--- src/rtl/stage3_prefetch_pkg.sv ---
// rtl/stage3_prefetch_pkg.sv - shared types and constants for the stage-3 instruction prefetch buffer
package stage3_prefetch_pkg;

  typedef enum logic [1:0] {
    IDLE,
    REQ,
    FLUSH
  } prefetch_state_t;

  typedef struct packed {
    logic [31:0] pc;
    logic [31:0] inst;
  } prefetch_entry_t;

  localparam int unsigned WORD_BYTES = 4;

endpackage

--- src/rtl/stage3_prefetch_fifo.sv ---
// rtl/stage3_prefetch_fifo.sv - power-of-two {pc, inst} FIFO with push/pop/clear, count, full and empty
module stage3_prefetch_fifo import stage3_prefetch_pkg::*; #(
  parameter int DEPTH = 4
) (
  input  logic                     clk,
  input  logic                     rst,
  input  logic                     clear,
  input  logic                     push,
  input  logic [31:0]              push_pc,
  input  logic [31:0]              push_inst,
  input  logic                     pop,
  output logic [31:0]              head_pc,
  output logic [31:0]              head_inst,
  output logic [$clog2(DEPTH):0]   count,
  output logic                     full,
  output logic                     empty
);

  localparam int PW = $clog2(DEPTH);
  localparam logic [PW-1:0] PTR_ONE = 1;
  localparam logic [PW:0]   CNT_ONE = 1;
  localparam logic [PW:0]   DEPTH_C = (PW+1)'(DEPTH);

  prefetch_entry_t mem [DEPTH];
  logic [PW-1:0]   head_ptr;
  logic [PW-1:0]   tail_ptr;
  logic            pop_ok;
  logic            push_ok;

  assign empty   = (count == '0);
  assign full    = (count == DEPTH_C);
  assign pop_ok  = pop && !empty;
  assign push_ok = push && (!full || pop_ok);

  assign head_pc   = mem[head_ptr].pc;
  assign head_inst = mem[head_ptr].inst;

  always_ff @(posedge clk) begin
    if (rst || clear) begin
      head_ptr <= '0;
      tail_ptr <= '0;
      count    <= '0;
    end else begin
      if (push_ok) tail_ptr <= tail_ptr + PTR_ONE;
      if (pop_ok)  head_ptr <= head_ptr + PTR_ONE;
      case ({push_ok, pop_ok})
        2'b10:   count <= count + CNT_ONE;
        2'b01:   count <= count - CNT_ONE;
        default: count <= count;
      endcase
    end
  end

  // Storage needs no reset: entries are only visible through a nonzero count.
  always_ff @(posedge clk) begin
    if (!rst && !clear && push_ok) begin
      mem[tail_ptr] <= '{pc: push_pc, inst: push_inst};
    end
  end

endmodule

--- src/rtl/stage3_prefetch_buffer.sv ---
// rtl/stage3_prefetch_buffer.sv - sequential instruction prefetcher feeding the fetch stage
// Optional counters: define STAGE3_PREFETCH_STATS_EN for stat_fetches/stat_discards/stat_empty_stalls.
module stage3_prefetch_buffer import stage3_prefetch_pkg::*; #(
  parameter int          DEPTH    = 4,
  parameter logic [31:0] RESET_PC = 32'h8000_0000
) (
  input  logic        CLK,
  input  logic        RST,
  output logic [31:0] bus_addr,
  output logic        bus_ren,
  input  logic [31:0] bus_rdata,
  input  logic        bus_busy,
  input  logic        redirect_valid,
  input  logic [31:0] redirect_pc,
  input  logic        halt_fetch,
  output logic        inst_valid,
  output logic [31:0] inst,
  output logic [31:0] inst_pc,
  input  logic        inst_ready,
  output logic        empty
`ifdef STAGE3_PREFETCH_STATS_EN
  ,
  output logic [31:0] stat_fetches,
  output logic [31:0] stat_discards,
  output logic [31:0] stat_empty_stalls
`endif
);

  localparam int          CW      = $clog2(DEPTH) + 1;
  localparam logic [CW-1:0] DEPTH_C = CW'(DEPTH);
  localparam logic [31:0] STRIDE  = 32'(WORD_BYTES);

  prefetch_state_t state, state_nxt;
  logic [31:0]     fetch_pc, fetch_pc_nxt;
  logic [31:0]     flush_addr, flush_addr_nxt;
  logic [31:0]     redirect_target;
  logic [CW-1:0]   count;
  logic [CW-1:0]   count_after;
  logic            fifo_full;
  logic            fifo_empty;
  logic [31:0]     head_pc;
  logic [31:0]     head_inst;
  logic            completion;
  logic            push;
  logic            pop;

  assign redirect_target = redirect_pc & ~(STRIDE - 32'd1);
  assign bus_ren         = (state != IDLE);
  assign bus_addr        = (state == FLUSH) ? flush_addr : fetch_pc;
  assign completion      = bus_ren && !bus_busy;
  assign push            = completion && (state == REQ) && !redirect_valid;
  assign pop             = !fifo_empty && inst_ready && !redirect_valid;
  assign count_after     = count + CW'(push) - CW'(pop);

  assign inst_valid = !fifo_empty;
  assign inst       = fifo_empty ? '0 : head_inst;
  assign inst_pc    = fifo_empty ? '0 : head_pc;
  assign empty      = fifo_empty;

  stage3_prefetch_fifo #(
    .DEPTH(DEPTH)
  ) u_fifo (
    .clk       (CLK),
    .rst       (RST),
    .clear     (redirect_valid),
    .push      (push),
    .push_pc   (fetch_pc),
    .push_inst (bus_rdata),
    .pop       (pop),
    .head_pc   (head_pc),
    .head_inst (head_inst),
    .count     (count),
    .full      (fifo_full),
    .empty     (fifo_empty)
  );

  always_comb begin
    state_nxt      = state;
    fetch_pc_nxt   = fetch_pc;
    flush_addr_nxt = flush_addr;
    if (redirect_valid) fetch_pc_nxt = redirect_target;
    case (state)
      IDLE: begin
        if (!redirect_valid && !halt_fetch && (!fifo_full || pop)) state_nxt = REQ;
      end
      REQ: begin
        if (redirect_valid) begin
          // A stalled request cannot be withdrawn, so it is drained in FLUSH at its old address.
          if (bus_busy) begin
            state_nxt      = FLUSH;
            flush_addr_nxt = fetch_pc;
          end else begin
            state_nxt = halt_fetch ? IDLE : REQ;
          end
        end else if (!bus_busy) begin
          fetch_pc_nxt = fetch_pc + STRIDE;
          state_nxt    = (!halt_fetch && (count_after < DEPTH_C)) ? REQ : IDLE;
        end
      end
      FLUSH: begin
        if (!bus_busy) state_nxt = halt_fetch ? IDLE : REQ;
      end
      default: state_nxt = IDLE;
    endcase
  end

  always_ff @(posedge CLK) begin
    if (RST) begin
      state      <= IDLE;
      fetch_pc   <= RESET_PC;
      flush_addr <= RESET_PC;
    end else begin
      state      <= state_nxt;
      fetch_pc   <= fetch_pc_nxt;
      flush_addr <= flush_addr_nxt;
    end
  end

`ifdef STAGE3_PREFETCH_STATS_EN
  logic        discard_done;
  logic [32:0] discard_sum;

  assign discard_done = completion && (redirect_valid || (state == FLUSH));
  assign discard_sum  = {1'b0, stat_discards} + 33'(redirect_valid ? count : '0) + 33'(discard_done);

  always_ff @(posedge CLK) begin
    if (RST) begin
      stat_fetches      <= '0;
      stat_discards     <= '0;
      stat_empty_stalls <= '0;
    end else begin
      if (push && (stat_fetches != '1)) stat_fetches <= stat_fetches + 32'd1;
      stat_discards <= discard_sum[32] ? '1 : discard_sum[31:0];
      if (inst_ready && fifo_empty && (stat_empty_stalls != '1)) begin
        stat_empty_stalls <= stat_empty_stalls + 32'd1;
      end
    end
  end
`endif

endmodule

--- config.mk ---
export PLATFORM = sky130hd
export DESIGN_NAME = stage3_prefetch_buffer
export DESIGN_NICKNAME = d
export VERILOG_FILES = /design/src/rtl/stage3_prefetch_pkg.sv /design/src/rtl/stage3_prefetch_fifo.sv /design/src/rtl/stage3_prefetch_buffer.sv
export SDC_FILE = /design/constraint.sdc
export NUM_CORES = 1
export LEC_CHECK = 0
export ABC_AREA = 1
export BUFFER_PORTS_ARGS = -buffer_cell sky130_fd_sc_hd__buf_4
export CORE_MARGIN = 2
export CORE_UTILIZATION = 50
export CTS_CLUSTER_DIAMETER = 40
export DETAILED_ROUTE_END_ITERATION = 10
export HOLD_SLACK_MARGIN = 0.06
export PLACE_DENSITY = 0.75
export SLEW_MARGIN = 20
export SYNTH_ARGS = -nofsm -noshare
export SYNTH_HDL_FRONTEND = slang
export SYNTH_SLANG_ARGS = --single-unit
--- constraint.sdc ---
create_clock -name CLK -period 4.05 [get_ports CLK]
set_input_delay 0 -clock CLK [delete_from_list [all_inputs] [get_ports CLK]]
set_output_delay 0 -clock CLK [all_outputs]
set_load 0.05 [all_outputs]
**Word-level counts from Yosys, hierarchy flattened**

Memories as Yosys holds them, arrays and structs flattened. A register that Yosys moved wholly into a read port is not among the register bits.
Index checks and enable logic that the tools add are counted.

- Register bits after elaboration: 73
- Memory bits (writable): 256
- Output and inout bits: 99
- Word-level logic and storage cells: 70
- Memories kept: 1

- Add/sub/neg operators: 7
- $lt $le $gt $ge: 1
- Equality and inequality tests: 8
- Muxes and demuxes: 20
- Reductions and logical operators: 27

Memories:

| memory | words | width | read ports | clocked after memory_dff | wr ports | line | source |
|---|---|---|---|---|---|---|---|
| u_fifo.mem | 4 | 64 | 1 | 1 | 1 | stage3_prefetch_fifo.sv:24 | `prefetch_entry_t mem [DEPTH];` |

Operators by type and width:

| cell | number |
|---|---|
| $mux W32 | 7 |
| $add A32 B3 Y32 const B | 1 |
| $mux W2 | 7 |
| $logic_and A1 B1 Y1 | 12 |
| $logic_not A1 Y1 | 6 |
| $pmux W2 S3 | 1 |
| $pmux W3 S2 | 1 |
| $reduce_and A3 Y1 | 2 |
| $add A2 B1 Y2 const B | 2 |
| $eq A2 B1 Y1 const B | 2 |
| $eq A2 B2 Y1 const B | 2 |
| $mux W1 | 4 |
| $ne A2 B2 Y1 const B | 2 |
| $reduce_bool A2 Y1 | 2 |
| $add A3 B1 Y3 | 1 |
| $add A3 B1 Y3 const B | 1 |
| $eq A3 B3 Y1 const B | 1 |
| $logic_not A3 Y1 | 1 |
| $logic_or A1 B1 Y1 | 3 |
| $lt A3 B3 Y1 const B | 1 |
| $ne A3 B3 Y1 const B | 1 |
| $sub A3 B1 Y3 | 1 |
| $sub A3 B1 Y3 const B | 1 |
| $logic_not A2 Y1 | 1 |

**Logic depth before layout (Yosys ltp)**

Gate-level depths: netlist of run 1.

- Depth in word-level cells: 12
- Mapped depth: 17
- Gate-level depth less buffers: 16

**Hierarchy**

Synthesis of run 1 repeated with hierarchy kept, for this count alone.

- Cells, all modules: 1,468
- Area total of the unflattened synthesis: 14,488.9 µm²

Modules (own cells, without submodules):

| module | times used | cells each | area each (µm²) |
|---|---|---|---|
| stage3_prefetch_fifo | 1 | 686 | 9,984.6 |
| stage3_prefetch_buffer | 1 | 782 | 4,504.3 |

**Worst setup path after synthesis of run 1**

OpenSTA, ideal clock, no wires.

- Path kind: reg2reg
- Start: register state[1]
- End: memory u_fifo.mem[0][0] (netlist name), enable pin
- Arrival: 3.704 ns
- Data required time: 3.564 ns
- Slack: -0.140 ns
- Stages on the path, launching flop included: 9
- Buffers on the path: 1
- Clock period less this slack: 4.190 ns
- Cell sequence: dfxtp_1 -> inv_1 -> nand2_1 -> buf_6 -> nor2_8 -> nand2_1 -> inv_1 -> nand2_1 -> nor2_1

- Longest elaborated chain between the ends: 8
- Elaborated cells on any way between the ends: 9
- Those cells by class: 1 x eq/ne; 2 x mux; 6 x reduce/logical

RTL lines:

| element | line | source |
|---|---|---|
| start, declared | stage3_prefetch_buffer.sv:33 | `prefetch_state_t state, state_nxt;` |
| start signal, assigned | stage3_prefetch_buffer.sv:113 | `state <= state_nxt;` |
| $reduce_bool A2 Y1 | stage3_prefetch_buffer.sv:48 | `assign bus_ren = (state != IDLE);` |
| $logic_and A1 B1 Y1 | stage3_prefetch_buffer.sv:50 | `assign completion = bus_ren && !bus_busy;` |
| $logic_and A1 B1 Y1 * (2 in a row) | stage3_prefetch_buffer.sv:51 | `assign push = completion && (state == REQ) && !redirect_valid;` |
| $logic_and A1 B1 Y1 * | stage3_prefetch_fifo.sv:33 | `assign push_ok = push && (!full \|\| pop_ok);` |
| $logic_and A1 B1 Y1 * | stage3_prefetch_fifo.sv:56 | `if (!rst && !clear && push_ok) begin` |
| $mux W1 * | stage3_prefetch_fifo.sv:56 |  |
| $mux W1 (not written as such) * | stage3_prefetch_fifo.sv:57 | `mem[tail_ptr] <= '{pc: push_pc, inst: push_inst};` |
| end, declared | stage3_prefetch_fifo.sv:24 |  |

Mark *: on every way between the ends. The rest lies on a longest branch, timed or not.

==> results of run 1 <==
## kinds of logic (layout without fill, tap and decap cells)
| kind of cell | Yosys count | in the layout | synth area share |
|---|---|---|---|
| and+or+nand+nor | 523 | 523 | 0.156 |
| AOI/OAI and AO/OA | 393 | 393 | 0.140 |
| DFF | 331 | 331 | 0.643 |
| buffers and inverters | 179 | 422 | 0.0515 |
| adders and majority gates | 9 | 9 | 0.00841 |
| xor gates and xnor gates | 3 | 3 | 0.00184 |
## worst paths after layout
path                                  to  slack, ns                            start
min reg2reg                         flop       0.46  u_fifo.head_ptr[1]$_SDFFE_PP0N_
max                           inst_pc[0]       1.14                             flop
min               fetch_pc[8]$_SDFF_PP0_       0.09                   redirect_valid
max reg2reg  u_fifo.mem[0][10]$_DFFE_PP_       1.22            state[0]$_SDFFE_PP0P_
## layout make-up
class	instances	area, µm²
fill	2137	10000
timing repair buffer	249	2120
clock inverter	27	258
tap	378	473
multi-input combinational	928	4410
clock buffer	47	1070
inverter	99	373
sequential	331	9190
## per-layer routing
metal / global-route usage / vias up
met3: 0.0400 / 71
met1: 0.316 / 5314
met2: 0.379 / 475
met5: 0 / -
met4: 0.0773 / 0
li1: - / 5363
## synthesized netlist by cell type
library cell / instances
nand2_2: 3
dfxtp_1: 75
xnor2_1: 1
buf_4: 1
a21oi_1: 140
a311oi_1: 2
o21a_1: 1
xor2_1: 2
nand2_4: 2
clkbuf_1: 29
inv_2: 11
ha_1: 8
buf_2: 32
o21ai_1: 12
nor3_2: 8
buf_6: 2
nor2_1: 302
nor3b_2: 1
nor2_8: 2
a31oi_1: 1
nand3_1: 40
nand3_2: 3
inv_1: 87
nand4_1: 5
o21ai_0: 230
nand3_4: 1
edfxtp_1: 256
nor2_4: 4
nand2_1: 140
a221oi_1: 1
buf_1: 13
nor3_1: 8
nor2_2: 4
a211oi_1: 1
o211ai_1: 5
clkinv_2: 1
clkbuf_2: 3
fa_1: 1
## per-stage QoR
stage / util / setup WS (ns)
floorplan: - / -0.140
global placement: 0.568 / 1.13
detailed placement: 0.568 / 1.01
CTS: 0.640 / 1.08
global route: 0.641 / 0.951
finish: 0.641 / 1.14
## layout by cell type (no fill, tap or decap), drive strengths merged
cell type      n
dfxtp         75
a21oi        140
nor2         312
buf          180
edfxtp       256
nor3          16
dlygate4sd3   69
nor3b          1
nand2        145
clkinvlp       3
fa             1
inv          103
clkinv        17
nand4          5
ha             8
o211ai         5
nand3         44
a221oi         1
a311oi         2
o21ai        242
clkbuf        47
a31oi          1
xnor2          1
o21a           1
bufinv         3
xor2           2
a211oi         1
## registers in the layout, summed over array words and instances (netlist names), named ones only
name             flops
u_fifo.tail_ptr      2
fetch_pc            32
u_fifo.mem         256
u_fifo.count         3
state                2
u_fifo.head_ptr      2
flush_addr          32
## where the power goes
| group | leakage [µW] | internal, µW | total (µW) | switching, µW |
|---|---|---|---|---|
| clock network | 0.000645 | 2110 | 3520 | 1400 |
| logic | 0.00322 | 191 | 528 | 337 |
| registers | 0.00293 | 3700 | 3770 | 65.8 |
## critical path, delay by kind of cell, from the launching register on
family / cells / cell delay (ns)
AND/OR/NAND/NOR: 2 / 0.21
AO/OA/AOI/OAI: 2 / 0.37
flip-flops: 1 / 0.81
buffers and inverters: 2 / 0.96
==> flow_summary.toml, run 1 <==
[run_status]
status = "finished clean"

[cells_and_area]
nNetsFinal = 1728
fin_cells = 2059
final_layout_size_suffix_gt1_frac = 0.173
syn_to_final_growth_pct = 25.3
final_area_um2 = 17900
num_antenna_cells = 0

[synth]
yosysWarningCount = 0
seq_area_frac_synth = 0.643
ys_types = 38
ys_seq_elements = 331
synth.area.top_cells = "edfxtp_1, dfxtp_1, o21ai_0"
synth_area_um2 = 14300
syn_nets = 1517
synth_top_area_cell = "edfxtp_1"
synth.avg_cell_area_um2 = 9.94
synth_top_area_frac = 0.538
synthCells = 1438

[place]
io_buffer_count = 166
gp_congestion = 0.882
placedCellCount = 1915
dpl.hpwl_um = 20700
dpl_cell_area_um2 = 15900

[timing]
timing.final.crit_share = 0.719
drv_slew = 0
hold_viol_final = 0
clock-skew-final_ns = 0.0119
slew_headroom = 0.299
tightest_slew_ns = 1.05
setup_viol = 0
rsz0062_at_grt = "false"
clock.fmax_ghz = 0.344
setup_tns_ns = 0
hold_slack_ns = 0.0894
min_period_ns = 2.91

[routing]
viasPerCell = 5.45
routed-wl-met2_um = 16900
routed_wl_um = 35700
remaining_drc_errors = 0
wl_met3_um = 2620
drtIter0Drc = 1081
postRouteAntennaNets = 0
vias = 11223
drt-met1-wl_um = 15200
first_pass_iters = 5
wl_per_cell_um = 17.3
top_layer = "met4"

[pwr]
power_density_nw_per_um2 = 437
p_leak_uw = 0.00679
ir_drop_v = 0.000331
design_power_total_uw = 7810

[global_route]
first_global_vias = 10662
gr-total-overflow = 0
grt_pass1_wl_um = 55800
grt_max_degree = 129
antenna_found_initial = 0
grt_usage = 0.232

[critical_path]
cp-end-kind = "output port"
cp_max_fo = 66
critPathKind = "flop to output port"
worstPathCellList = "buf_4 -> nor2_1 -> nor2_1 -> o21ai_0 -> a21oi_1 -> buf_4"
cp.required_ns = 4.05
critPathLaunchType = "flop"
slowest_delay_ns = 0.81
critPathArrivalTime_ns = 2.91
slowest_stage = "dfxtp_4"
r2r.worst_path.cells = 7

[floorplanning]
die_y_um = 173
io_pins = 169
rows = 61
start_util = 0.512
dieArea_um2 = 29900
die_w_um = 173
fp.coreArea_um2 = 27900

[min_path]
hp-class = "input pin to flop"
hold_depth = 3

[clocking]
postCtsHoldBufs = 69
root_buffer = "clkbuf_16"
clk_latency_ns = 0.53
cts_buffers = 40
cts.htree.levels = 2
cts_tree = "done"
cts-resized-gates = 0
post_cts_buffers = 0
cts.clk_slew.worst_paths_ns = 0.06
cts.sinks = 331
cts.path.max_buffers = 3

[flow_run]
cap_violations = 0
Note: power is estimated with default switching activity, not from simulation.
==> inputs of run 2 (changes only) <==
--- a/config.mk
+++ b/config.mk
@@ -12,7 +12,7 @@
 export CTS_CLUSTER_DIAMETER = 40
 export DETAILED_ROUTE_END_ITERATION = 10
 export HOLD_SLACK_MARGIN = 0.06
-export PLACE_DENSITY = 0.75
+export PLACE_DENSITY = 0.72
 export SLEW_MARGIN = 20
 export SYNTH_ARGS = -nofsm -noshare
 export SYNTH_HDL_FRONTEND = slang
==> constraint.sdc (replaced) <==
create_clock -name CLK -period 2.7 [get_ports CLK]
set_input_delay 0 -clock CLK [delete_from_list [all_inputs] [get_ports CLK]]
set_output_delay 0 -clock CLK [all_outputs]
set_load 0.05 [all_outputs]
==> run 2 against run 1 <==
  * Routed wire length increased by 0.66%
  * Non-clock buffer count is 20 higher
  * Worst setup slack lost 0.95 ns
  * Critical path type is now flop to flop
  * Die area is the same
  * Sequential share of layout area shrank 0.41 points
  * Via count is 0.15% lower
  * Worst hold slack improved by 0.12 ns
  * Sequential power grew 50%
  * Clock skew is 0.0090 ns higher
==> flow_summary.toml, run 2 (synthesized netlist as in run 1, its figures left out) <==
[floorplanning]
rows = 61
fp.coreArea_um2 = 27900
dieArea_um2 = 29900
start_util = 0.512
die_w_um = 173
io_pins = 169
die_y_um = 173

[routing]
remaining_drc_errors = 0
vias = 11206
wl_per_cell_um = 17.3
routed_wl_um = 35900
postRouteAntennaNets = 0
drtIter0Drc = 1022
viasPerCell = 5.40
first_pass_iters = 5

[clocking]
cts.clk_slew.worst_paths_ns = 0.06
cts_tree = "done"
post_cts_buffers = 0
cts.path.max_buffers = 3
cts_buffers = 38
cts.htree.levels = 2
clk_latency_ns = 0.54
root_buffer = "clkbuf_16"
cts.sinks = 331

[timing]
min_period_ns = 2.51
tightest_slew_ns = 0.893
timing.final.crit_share = 0.929
drv_slew = 0
setup_viol = 0
hold_viol_final = 0
clock.fmax_ghz = 0.399
clock-skew-final_ns = 0.0210
rsz0062_at_grt = "false"
slew_headroom = 0.405
setup_tns_ns = 0
hold_slack_ns = 0.213

[cells_and_area]
nFillCells = 2170
fin_cells = 2075
nNetsFinal = 1746
regArea_um2 = 9190
multiInputGateArea_um2 = 4420
largest_reg_flops = 256
layout_common_cells = "nor2_1, edfxtp_1, o21ai_0"
mostFrequentLayoutCell = "nor2_1"
num_antenna_cells = 0
final_layout_size_suffix_gt1_frac = 0.172
regMostFlops = "u_fifo.mem"
top_regs = "u_fifo.mem (256), fetch_pc (32), flush_addr (32)"
syn_to_final_growth_pct = 26.3

[global_route]
antenna_found_initial = 0
first_global_vias = 10930
grt_max_degree = 129
grt_pass1_wl_um = 56300
gr-total-overflow = 0
grt_usage = 0.234

[place]
gp_congestion = 0.888
io_buffer_count = 166
dpl.hpwl_um = 20700
placedCellCount = 1923

[critical_path]
cp-end-kind = "flop"
cp.required_ns = 3.17
critPathKind = "flop to flop"
worstPathCellList = "nand2_1 -> nor2_8 -> buf_6 -> nor2_1 -> nor2_1 -> dlygate4sd3_1 -> nand2_1 -> dlygate4sd3_1 -> inv_1"
critical_path.top_delay_family = "buffers and inverters"
slowest_delay_ns = 0.57
cp.buffers_inverters = 4
slowest_stage = "dlygate4sd3_1"
critPathArrivalTime_ns = 2.98
critPathLaunchType = "flop"
cp_max_fo = 32

[pwr]
power_density_nw_per_um2 = 641
design_power_total_uw = 11600
p_leak_uw = 0.00687
ir_drop_v = 0.000390

[min_path]
hp-class = "input pin to flop"

[flow_run]
cap_violations = 0

[run_status]
status = "finished clean"
==> run 2: cell count changes in the layout (fill, tap and decap cells not counted), sizes merged <==
cell,before,now
dlygate4sd3,69,82
bufinv,3,4
clkinv,17,13
buf,180,187
inv,103,101
clkinvlp,3,4
==> run 2: cell type report <==
cell class | instances | share of cell area
flip-flops and latches | 331 | 0.509
multi-input cells | 928 | 0.245
repair buffers | 269 | 0.129
clock buffers | 47 | 0.0557
well taps | 378 | 0.0262
inverters | 99 | 0.0207
clock inverters | 23 | 0.0142
==> run 2: timing repair <==
item,in CTS,in global routing
endpoints found under the setup margin,0,2
gates resized for setup,0,2
hold buffers,82,0
hold endpoints to repair,182,0
==> run 2: report_power, final <==
| part | leakage (µW) | internal (µW) | total [µW] | switching, µW |
|---|---|---|---|---|
| sequential | 0.00294 | 5560 | 5660 | 99.8 |
| clock | 0.000600 | 3070 | 5090 | 2030 |
| combinational | 0.00333 | 308 | 815 | 507 |
==> run 2: path summary, 6_finish.rpt <==
kind / from / end / slack [ns] / depth (start not counted)
max: state[0]$_SDFFE_PP0P_ / fetch_pc[29]$_SDFF_PP0_ / 0.19 / 9
min: bus_rdata[12] / u_fifo.mem[3][12]$_DFFE_PP_ / 0.21 / 2
max reg2reg: state[0]$_SDFFE_PP0P_ / fetch_pc[29]$_SDFF_PP0_ / 0.19 / 9
min reg2reg: u_fifo.head_ptr[1]$_SDFFE_PP0N_ / flop / 0.46 / 2
==> run 2: routing by layer <==
layer	track usage	wire length, µm
met4	0.0759	857
met1	0.309	15400
met2	0.395	17200
met3	0.0413	2500
met5	0	0
==> run 2: through the flow <==
step           utilization  setup slack (ns)  instance area (µm²)
5_1_grt              0.646            0.0205                18000
6_report             0.646             0.192                18000
4_1_cts              0.646             0.129                18000
2_1_floorplan            -            -0.461                14300
3_5_place_dp         0.571             0.527                16000
3_3_place_gp         0.571             0.582                16000
==> inputs of run 3 (changes only) <==
--- a/config.mk
+++ b/config.mk
@@ -8,11 +8,11 @@
 export ABC_AREA = 1
 export BUFFER_PORTS_ARGS = -buffer_cell sky130_fd_sc_hd__buf_4
 export CORE_MARGIN = 2
-export CORE_UTILIZATION = 50
+export CORE_UTILIZATION = 57
 export CTS_CLUSTER_DIAMETER = 40
 export DETAILED_ROUTE_END_ITERATION = 10
 export HOLD_SLACK_MARGIN = 0.06
-export PLACE_DENSITY = 0.72
+export PLACE_DENSITY = 0.8
 export SLEW_MARGIN = 20
 export SYNTH_ARGS = -nofsm -noshare
 export SYNTH_HDL_FRONTEND = slang
==> run 3 against run 2 <==
  * Cell count fell by 2.6%
  * Combinational power decreased by 1%
  * Non-clock buffer count stayed put
  * Clock skew is 0.0023 ns lower
  * Largest power group is now the clock network
  * Highest routed layer unchanged
==> flow_summary.toml, run 3 (synthesized netlist as in run 1, its figures left out) <==
[cells_and_area]
num_antenna_cells = 0
top_regs = "u_fifo.mem (256), fetch_pc (32), flush_addr (32)"
layout_common_cells = "nor2_1, edfxtp_1, o21ai_0"
nFillCells = 1580
mostFrequentLayoutCell = "nor2_1"
syn_to_final_growth_pct = 27.2
final_layout_size_suffix_gt1_frac = 0.181
regMostFlops = "u_fifo.mem"
largest_reg_flops = 256
nNetsFinal = 1748

[floorplanning]
die_w_um = 162
fp.coreArea_um2 = 24500
rows = 57
die_y_um = 162
start_util = 0.584
io_pins = 169
dieArea_um2 = 26400

[critical_path]
r2r.worst_path.cells = 15
critPathArrivalTime_ns = 2.84
cp.required_ns = 3.10
critPathKind = "flop to flop"
critPathLaunchType = "flop"
regToRegSetupSlack_ns = 0.26
startpoint = "u_fifo.count[2]$_SDFFE_PP0P_"
critical_path.reg2reg.endpoint = "state[0]$_SDFFE_PP0P_"
r2r-start = "u_fifo.count[2]$_SDFFE_PP0P_"
cp-end-kind = "flop"
cp_max_fo = 5

[pwr]
power_density_nw_per_um2 = 675
p_leak_uw = 0.00697
ir_drop_v = 0.000513

[routing]
vias = 11436
postRouteAntennaNets = 0
viasPerCell = 5.66
wl_per_cell_um = 18.5
routed_wl_um = 37300
remaining_drc_errors = 0
drtIter0Drc = 1213
first_pass_iters = 6

[run_status]
status = "finished clean"

[timing]
min_period_ns = 2.44
timing.final.crit_share = 0.902
slew_headroom = 0.424
clock.fmax_ghz = 0.410
drv_slew = 0
hold_viol_final = 0
hold_slack_ns = 0.240
clock-skew-final_ns = 0.0187
setup_viol = 0
rsz0062_at_grt = "false"
setup_slack_ns = 0.264
tightest_slew_ns = 0.865

[clocking]
cts.clk_slew.worst_paths_ns = 0.06
cts.path.max_buffers = 3
clk_latency_ns = 0.52
cts_buffers = 40
cts_tree = "done"
cts.htree.levels = 2
root_buffer = "clkbuf_16"
cts.sinks = 331

[place]
io_buffer_count = 166
dpl.hpwl_um = 21600
gp_congestion = 0.877
dp_slack_ns = 0.429

[global_route]
grt_max_degree = 129
first_global_vias = 11254
grt_usage = 0.281
gr-total-overflow = 0
antenna_found_initial = 0
grt_pass1_wl_um = 57700

[min_path]
hold_depth = 2
whs_endpoint = "u_fifo.mem[2][17]$_DFFE_PP_"
hp-class = "input pin to flop"
hold_path.startpoint = "bus_rdata[17]"

[flow_run]
cap_violations = 0
[run 3: cell types whose count changed in the layout (fill, tap and decap cells not counted), sizes merged]
cell	change
dlygate4sd3	-7
buf	+7
bufinv	+5
clkbuf	-1
clkinv	-4
[run 3: how the worst max path moves through the flow]
stage | end | slack (ns) | cells after the start
2_1_floorplan | u_fifo.mem[0][0]$_DFFE_PP_ | -0.46 | 8
3_3_place_gp | u_fifo.mem[2][28]$_DFFE_PP_ | 0.50 | 7
3_5_place_dp | u_fifo.mem[2][19]$_DFFE_PP_ | 0.43 | 8
4_1_cts | state[0]$_SDFFE_PP0P_ | 0.19 | 15
5_1_grt | state[0]$_SDFFE_PP0P_ | 0.02 | 16
6_report | state[0]$_SDFFE_PP0P_ | 0.26 | 15
[run 3: where the power goes]
part	leakage [µW]	switching (µW)	internal, µW
sequential	0.00294	102	5560
combinational	0.00333	507	297
clock	0.000698	2100	3700
total	0.00697	2710	9550
[run 3: layer usage]
metal	vias to the layer above	part of all wire	global-route usage	wire (µm)
li1	5401	-	-	-
met2	585	0.49	0.478	18400
met4	0	0.032	0.112	1200
met3	90	0.085	0.0489	3180
met1	5360	0.39	0.361	14600
met5	-	0	0	0
[run 3: area by class of cell]
class                      count  area (µm²)  share of cell area
clock inverter                24         399              0.0220
inverter                      99         373              0.0205
timing repair buffer         269        2330               0.128
sequential                   331        9190               0.506
multi-input combinational    928        4420               0.243
clock buffer                  46        1050              0.0580
tap                          324         405              0.0223
[run 3: timing repair]
action                                  in CTS  in global routing
buffers inserted                             0                  0
hold endpoints to repair                   181                  0
hold buffers                                75                  0
endpoints found under the setup margin       0                  1
gates resized for setup                      0                  1
[run 3: critical path, cell delays in order, from the launching register on]
cell and delay [ns]:
dfxtp_1 0.45, nor3_4 0.08, nor2_2 0.14, ha_1 0.16
inv_1 0.04, ha_1 0.27, inv_1 0.03, nor2_1 0.07
nand3_1 0.09, nand3_1 0.10, nand3_1 0.07, nand2_1 0.06
nand2_1 0.05, nand2_1 0.06, a21oi_1 0.05, dlygate4sd3_1 0.57
[run 3: through the flow]
stage	TNS [ns]	util	instance area [µm²]	total power (µW)	cells
after global routing	0	0.743	18200	12600	2021
after CTS	0	0.743	18200	12300	2021
after global placement	0	0.653	16000	6440	1876
after floorplan	-118.09	-	14300	6160	1438
after detailed placement	0	0.653	16000	6460	1876
final	0	0.743	18200	12300	2021
